<file path="config.mk">
export PLATFORM = sky130hd
export DESIGN_NAME = hgcal_fc_l1a_monitor_flat
export DESIGN_NICKNAME = d
export VERILOG_FILES = /design/src/rtl/hgcal_fc_l1a_monitor_if.sv /design/src/rtl/hgcal_fc_l1a_monitor.sv /design/src/flat_wrapper.sv
export SDC_FILE = /design/constraint.sdc
export NUM_CORES = 1
export LEC_CHECK = 0
export ABC_AREA = 1
export CAP_MARGIN = 15
export CORE_MARGIN = 10
export CORE_UTILIZATION = 35
export CTS_CLUSTER_DIAMETER = 80
export DETAILED_ROUTE_END_ITERATION = 8
export DONT_BUFFER_PORTS = 1
export GPL_TIMING_DRIVEN = 0
export PLACE_DENSITY = 0.49
export SETUP_SLACK_MARGIN = 0.02
export SLEW_MARGIN = 20
export SYNTH_ARGS = -nofsm -noshare
export SYNTH_HDL_FRONTEND = slang
export SYNTH_SLANG_ARGS = --single-unit
</file>
<file path="constraint.sdc">
create_clock -name clk40 -period 5 [get_ports clk40]
set_clock_uncertainty 0.2 [all_clocks]
set_input_delay 0.75 -clock clk40 [delete_from_list [all_inputs] [get_ports clk40]]
set_output_delay 0.75 -clock clk40 [all_outputs]
set_load 0.05 [all_outputs]
</file>
<file path="src/rtl/hgcal_fc_l1a_monitor_if.sv">
// Timestamp readout stream of the fast-control L1A monitor.
// FWFT: head entry is valid while ts_valid=1, popped by ts_ready.
interface hgcal_fc_l1a_monitor_if;
    logic        ts_valid;
    logic        ts_ready;
    logic [11:0] ts_bx;
    logic [19:0] ts_orbit;

    modport master (
        output ts_valid, ts_bx, ts_orbit,
        input  ts_ready
    );
    modport slave (
        input  ts_valid, ts_bx, ts_orbit,
        output ts_ready
    );
endinterface

</file>
<file path="src/rtl/hgcal_fc_l1a_monitor.sv">
// Fast-control L1A monitor: BX/orbit tracking from BCR, L1A timestamp FIFO.
// Optional periodic L1A check via HGCAL_FC_L1A_PERIOD_CHECK_EN.
module hgcal_fc_l1a_monitor #(
    parameter int BX_PER_ORBIT = 3564,
    parameter int FIFO_DEPTH   = 8
) (
    input  logic        clk40,
    input  logic        reset_n,
    input  logic        enable,
    input  logic        l1a,
    input  logic        bcr,
    input  logic        clear_counters,
    input  logic [11:0] expected_bx,
    input  logic [19:0] expected_prescale,
    output logic [11:0] bx_now,
    output logic [19:0] orbit_count,
    output logic        locked,
    hgcal_fc_l1a_monitor_if.master ts,
    output logic [15:0] overflow_count,
    output logic [15:0] bcr_err_count,
    output logic [15:0] period_err_count
);
    localparam int AW = $clog2(FIFO_DEPTH);
    localparam logic [11:0] LAST_BX = 12'(BX_PER_ORBIT - 1);

    logic [11:0] bx_q, bx_d;
    logic [19:0] orbit_q, orbit_d;
    logic        locked_q, locked_d;
    logic [AW:0] wr_q, rd_q;
    logic [15:0] ovf_q, berr_q;
    logic [31:0] mem [FIFO_DEPTH];
    logic [31:0] head;
    logic        aligned, wrap, empty, full;
    logic        armed, push, pop;

    function automatic logic [15:0] sat16(input logic [15:0] v);
        return (v == 16'hFFFF) ? v : v + 16'd1;
    endfunction

    always_comb begin
        aligned  = (bx_q == LAST_BX);
        wrap     = bcr || aligned;
        bx_d     = wrap ? 12'd0 : bx_q + 12'd1;
        orbit_d  = wrap ? orbit_q + 20'd1 : orbit_q;
        locked_d = bcr ? aligned : locked_q;
        empty    = (wr_q == rd_q);
        full     = (wr_q[AW-1:0] == rd_q[AW-1:0])
                && (wr_q[AW] != rd_q[AW]);
        armed    = l1a && enable && locked_q;
        push     = armed && !full;
        pop      = !empty && ts.ts_ready;
        head     = mem[rd_q[AW-1:0]];
    end

    always_ff @(posedge clk40 or negedge reset_n) begin
        if (!reset_n) begin
            bx_q     <= '0;
            orbit_q  <= '0;
            locked_q <= 1'b0;
            wr_q     <= '0;
            rd_q     <= '0;
            ovf_q    <= '0;
            berr_q   <= '0;
        end else begin
            bx_q     <= bx_d;
            orbit_q  <= orbit_d;
            locked_q <= locked_d;
            wr_q     <= wr_q + {{AW{1'b0}}, push};
            rd_q     <= rd_q + {{AW{1'b0}}, pop};
            if (clear_counters) begin
                ovf_q  <= '0;
                berr_q <= '0;
            end else begin
                if (armed && full)
                    ovf_q <= sat16(ovf_q);
                if (bcr && locked_q && !aligned)
                    berr_q <= sat16(berr_q);
            end
        end
    end

    // Storage needs no reset: the pointers define which entries are live.
    always_ff @(posedge clk40) begin
        if (push)
            mem[wr_q[AW-1:0]] <= {bx_q, orbit_q};
    end

`ifdef HGCAL_FC_L1A_PERIOD_CHECK_EN
    logic        ref_v_q;
    logic [19:0] ref_orb_q;
    logic [15:0] perr_q;
    logic        period_bad;

    always_comb begin
        period_bad = (bx_q != expected_bx)
                  || (ref_v_q && ((orbit_q - ref_orb_q)
                                  != (expected_prescale + 20'd1)));
    end

    always_ff @(posedge clk40 or negedge reset_n) begin
        if (!reset_n) begin
            ref_v_q   <= 1'b0;
            ref_orb_q <= '0;
            perr_q    <= '0;
        end else begin
            if (clear_counters)
                perr_q <= '0;
            else if (push && period_bad)
                perr_q <= sat16(perr_q);
            if (clear_counters || (locked_q && !locked_d)) begin
                ref_v_q <= 1'b0;
            end else if (push) begin
                ref_v_q   <= 1'b1;
                ref_orb_q <= orbit_q;
            end
        end
    end

    assign period_err_count = perr_q;
`else
    logic unused_period_cfg;
    assign unused_period_cfg = ^{expected_bx, expected_prescale};
    assign period_err_count  = '0;
`endif

    assign bx_now         = bx_q;
    assign orbit_count    = orbit_q;
    assign locked         = locked_q;
    assign overflow_count = ovf_q;
    assign bcr_err_count  = berr_q;
    assign ts.ts_valid    = !empty;
    assign ts.ts_bx       = empty ? 12'd0 : head[31:20];
    assign ts.ts_orbit    = empty ? 20'd0 : head[19:0];

endmodule

</file>
<file path="src/flat_wrapper.sv">
// flat-port wrapper written by rule: the top's interface ports become plain ports
module hgcal_fc_l1a_monitor_flat 
#(
    parameter int BX_PER_ORBIT = 3564,
    parameter int FIFO_DEPTH   = 8
)
  (clk40, reset_n, enable, l1a, bcr, clear_counters, expected_bx, expected_prescale, bx_now, orbit_count, locked, overflow_count, bcr_err_count, period_err_count, ts_ts_valid, ts_ts_bx, ts_ts_orbit, ts_ts_ready);
  hgcal_fc_l1a_monitor_if ts_i ();
  input  logic clk40;
  input  logic reset_n;
  input  logic enable;
  input  logic l1a;
  input  logic bcr;
  input  logic clear_counters;
  input  logic [11:0] expected_bx;
  input  logic [19:0] expected_prescale;
  output logic [11:0] bx_now;
  output logic [19:0] orbit_count;
  output logic locked;
  output logic [15:0] overflow_count;
  output logic [15:0] bcr_err_count;
  output logic [15:0] period_err_count;
  output wire logic [$bits(ts_i.ts_valid)-1:0] ts_ts_valid;
  output wire logic [$bits(ts_i.ts_bx)-1:0] ts_ts_bx;
  output wire logic [$bits(ts_i.ts_orbit)-1:0] ts_ts_orbit;
  input wire logic [$bits(ts_i.ts_ready)-1:0] ts_ts_ready;
  assign ts_ts_valid = ts_i.ts_valid;
  assign ts_ts_bx = ts_i.ts_bx;
  assign ts_ts_orbit = ts_i.ts_orbit;
  assign ts_i.ts_ready = ts_ts_ready;
  hgcal_fc_l1a_monitor #(.BX_PER_ORBIT(BX_PER_ORBIT), .FIFO_DEPTH(FIFO_DEPTH)) u_core (.clk40(clk40), .reset_n(reset_n), .enable(enable), .l1a(l1a), .bcr(bcr), .clear_counters(clear_counters), .expected_bx(expected_bx), .expected_prescale(expected_prescale), .bx_now(bx_now), .orbit_count(orbit_count), .locked(locked), .ts(ts_i), .overflow_count(overflow_count), .bcr_err_count(bcr_err_count), .period_err_count(period_err_count));
endmodule
</file>
==> reports/metrics.csv <==
stage,metric,value,unit
outcome,status,"complete, no violations",
floorplan,core-area,0.0409,mm^2
detailed_routing,first_iter_violations,656,
cells_and_area,fin_nets,1489,
critical_path,required,4.05,ns
critical_path,cp-start-kind,flip-flop,
clocking,clock_path_buffers,3,
power,ir_worst_vdd,226,uV
sta,maxSlewHeadroom,24.4,%
clocking,path_clk_slew,0.05,ns
clocking,cts_htree_levels,2,
critical_path,critPathKind,reg -> out,
floorplan,boundaryPins,153,
detailed_routing,dr.pass1.iters,4,
place,place.gp.congestion,0.823,
cells_and_area,diodes,0,
synthesis,yosysSeqAreaShare,65.5,%
detailed_routing,routed-via-count,9913,
detailed_routing,drc_errors,0,
detailed_routing,vias_per_cell,4.96,
critical_path,crit_arrival,3.09,ns
synthesis,ys_ff_latch,329,
global_routing,grt_usage,15.4,%
synthesis,syn_area,0.0145,mm^2
synthesis,yosysUniqueCellTypes,37,
critical_path,r2r_cells,5,
place,placedCellCount,1932,
critical_path,worstPathMaxFanout,10,
floorplan,die_y,224,um
cells_and_area,utilization,40.9,%
sta,tightest_slew,1.13,ns
global_routing,grt_pass1_vias,10000,
synthesis,syn_inst,1371,
hold_path,hold_path_depth,1,
synthesis,yosys_warnings,0,
sta,min_period_over_period,80.8,%
place,io_buffer_count,0,
floorplan,num_rows,74,
sta,rsz0062_at_grt,no,
critical_path,crit_path_end_kind,output port,
global_routing,grt_antenna_before_repair,1,
sta,finalWorstSetupSlack,0.960,ns
cells_and_area,stdcell_count,2000,
global_routing,overflow,0,
place,dp_hpwl,27300,um
sta,fmax,248,MHz
clocking,clock_latency,0.54,ns
floorplan,start_util,35.5,%
sta,holdWs,0.104,ns
place,place_ws,1.45,ns
clocking,cts_tree,built,
power,leakage,6.17,nW
sta,post-route-min-period,4.04,ns
cells_and_area,final_layout_size_suffix_gt1_share,10.8,%
global_routing,grt_pass1_wl,60800,um
detailed_routing,wl,39400,um
floorplan,die_w,224,um
power,powerDensity,576,mW/mm^2
detailed_routing,final_antenna_net_count,0,
clocking,cts_inserted_buffers,38,
cells_and_area,final_cell_mix,"274 x nor2_1, 256 x edfxtp_1, 200 x nand2_1",
synthesis,syn_avg_cell_area,10.6,um^2
floorplan,die_area,0.0500,mm^2
sta,hold_viol_final,0,
sta,setup_tns,0,ns
clocking,post_cts_resized,0,
clocking,cts_setup_buffers,0,
global_routing,grt_max_degree,74,
clocking,cts_root_buf,clkbuf_16,
flow_run,cap_violations,0,
cells_and_area,final_common_cell,nor2_1,
hold_path,hold_path.class,in -> reg,
detailed_routing,wire_per_inst,19.7,um
sta,slew_viol_final,0,
clocking,clock_sinks,329,
sta,setup_viol,0,
cells_and_area,syn2layout_area_growth,15.4,%
==> layout make-up <==
type,instances,area [um^2]
Fill cell,3957,24200
Sequential cell,329,9510
Multi-Input combinational cell,911,4430
Clock buffer,50,1030
Tap cell,532,666
Buffer,84,464
Timing Repair Buffer,16,259
Inverter,62,233
Clock inverter,16,169
==> flip-flops by register name (all words and copies together) (netlist names) <==
register               cells
u_core.mem               256
u_core.bcr_err_count      16
u_core.rd_q                4
u_core.locked              1
u_core.wr_q                4
u_core.overflow_count     16
u_core.orbit_count        20
u_core.bx_now             12
==> per-stage QoR <==
step | cell area [um^2] | total power (W)
after floorplan | 14600 | 0.00605
after CTS | 16800 | 0.00978
after detailed placement | 15500 | 0.00704
final | 16800 | 0.00966
after global placement | 15200 | 0.00697
after global routing | 16800 | 0.0102
==> power by group <==
| part | internal, W | switching, W |
|---|---|---|
| registers | 0.00311 | 0.000302 |
| logic | 0.000739 | 0.00279 |
| clock network | 0.00161 | 0.00111 |
==> critical path, cell delays in order, from the launching register on <==
cell,delay (ns)
dfrtp_1,0.52
buf_6,0.21
clkbuf_1,0.52
o21ai_0,0.23
o22ai_1,0.20
nor2_1,0.06
nor2_1,0.81
==> path summary, 6_finish.rpt <==
check	slack, ns	start	to
min	0.10	bcr	u_core.locked
min reg2reg	0.29	u_core.rd_q[3]	u_core.rd_q[3]
min in group asynchronous	0.54	reset_n	u_core.overflow_count[5]
max reg2reg	1.89	u_core.locked	u_core.mem[7][8]
max	0.96	u_core.rd_q[0]	ts_ts_bx[2]
max in group asynchronous	3.69	reset_n	u_core.orbit_count[15]
==> layer usage <==
layer | up-vias | track usage (%) | wire length, um
li1 | 4886 | - | -
met1 | 4790 | 19.7 | 17600
met2 | 190 | 25.9 | 19100
met3 | 45 | 3.45 | 2130
met4 | 2 | 3.90 | 601
met5 | - | 0 | 13
==> cells in the mapped netlist, drive strengths merged <==
cell | instances | share of area [%]
a21oi | 7 | 0.24
a31oi | 1 | 0.043
and3 | 1 | 0.043
buf | 55 | 2.4
clkbuf | 29 | 0.75
conb | 1 | 0.026
dfrtp | 73 | 13
edfxtp | 256 | 53
ha | 8 | 0.69
inv | 62 | 1.6
nand2 | 203 | 5.3
nand3 | 78 | 3.3
nand3b | 2 | 0.10
nand4 | 20 | 1.0
nor2 | 285 | 7.5
nor3 | 10 | 0.34
nor3b | 1 | 0.052
o21a | 1 | 0.052
o21ai | 180 | 6.2
o21bai | 4 | 0.21
o22ai | 64 | 2.8
or2 | 1 | 0.043
xnor2 | 14 | 0.90
xor2 | 15 | 0.90
==> logic make-up after synthesis <==
| logic type | share of synthesized area, % |
|---|---|
| simple gates | 17.7 |
| fa+ha+maj | 0.689 |
| xor+xnor | 1.80 |
| flops | 65.5 |
| other cells | 0.0258 |
| buf+inv | 4.80 |
| compound gates | 9.50 |
==> timing repair <==
| item | CTS | global route |
|---|---|---|
| hold buffers | 2 | 0 |
| setup endpoints to repair | 0 | 0 |
| hold endpoints to repair | 73 | 0 |
Power figures use the tool's default switching activity.
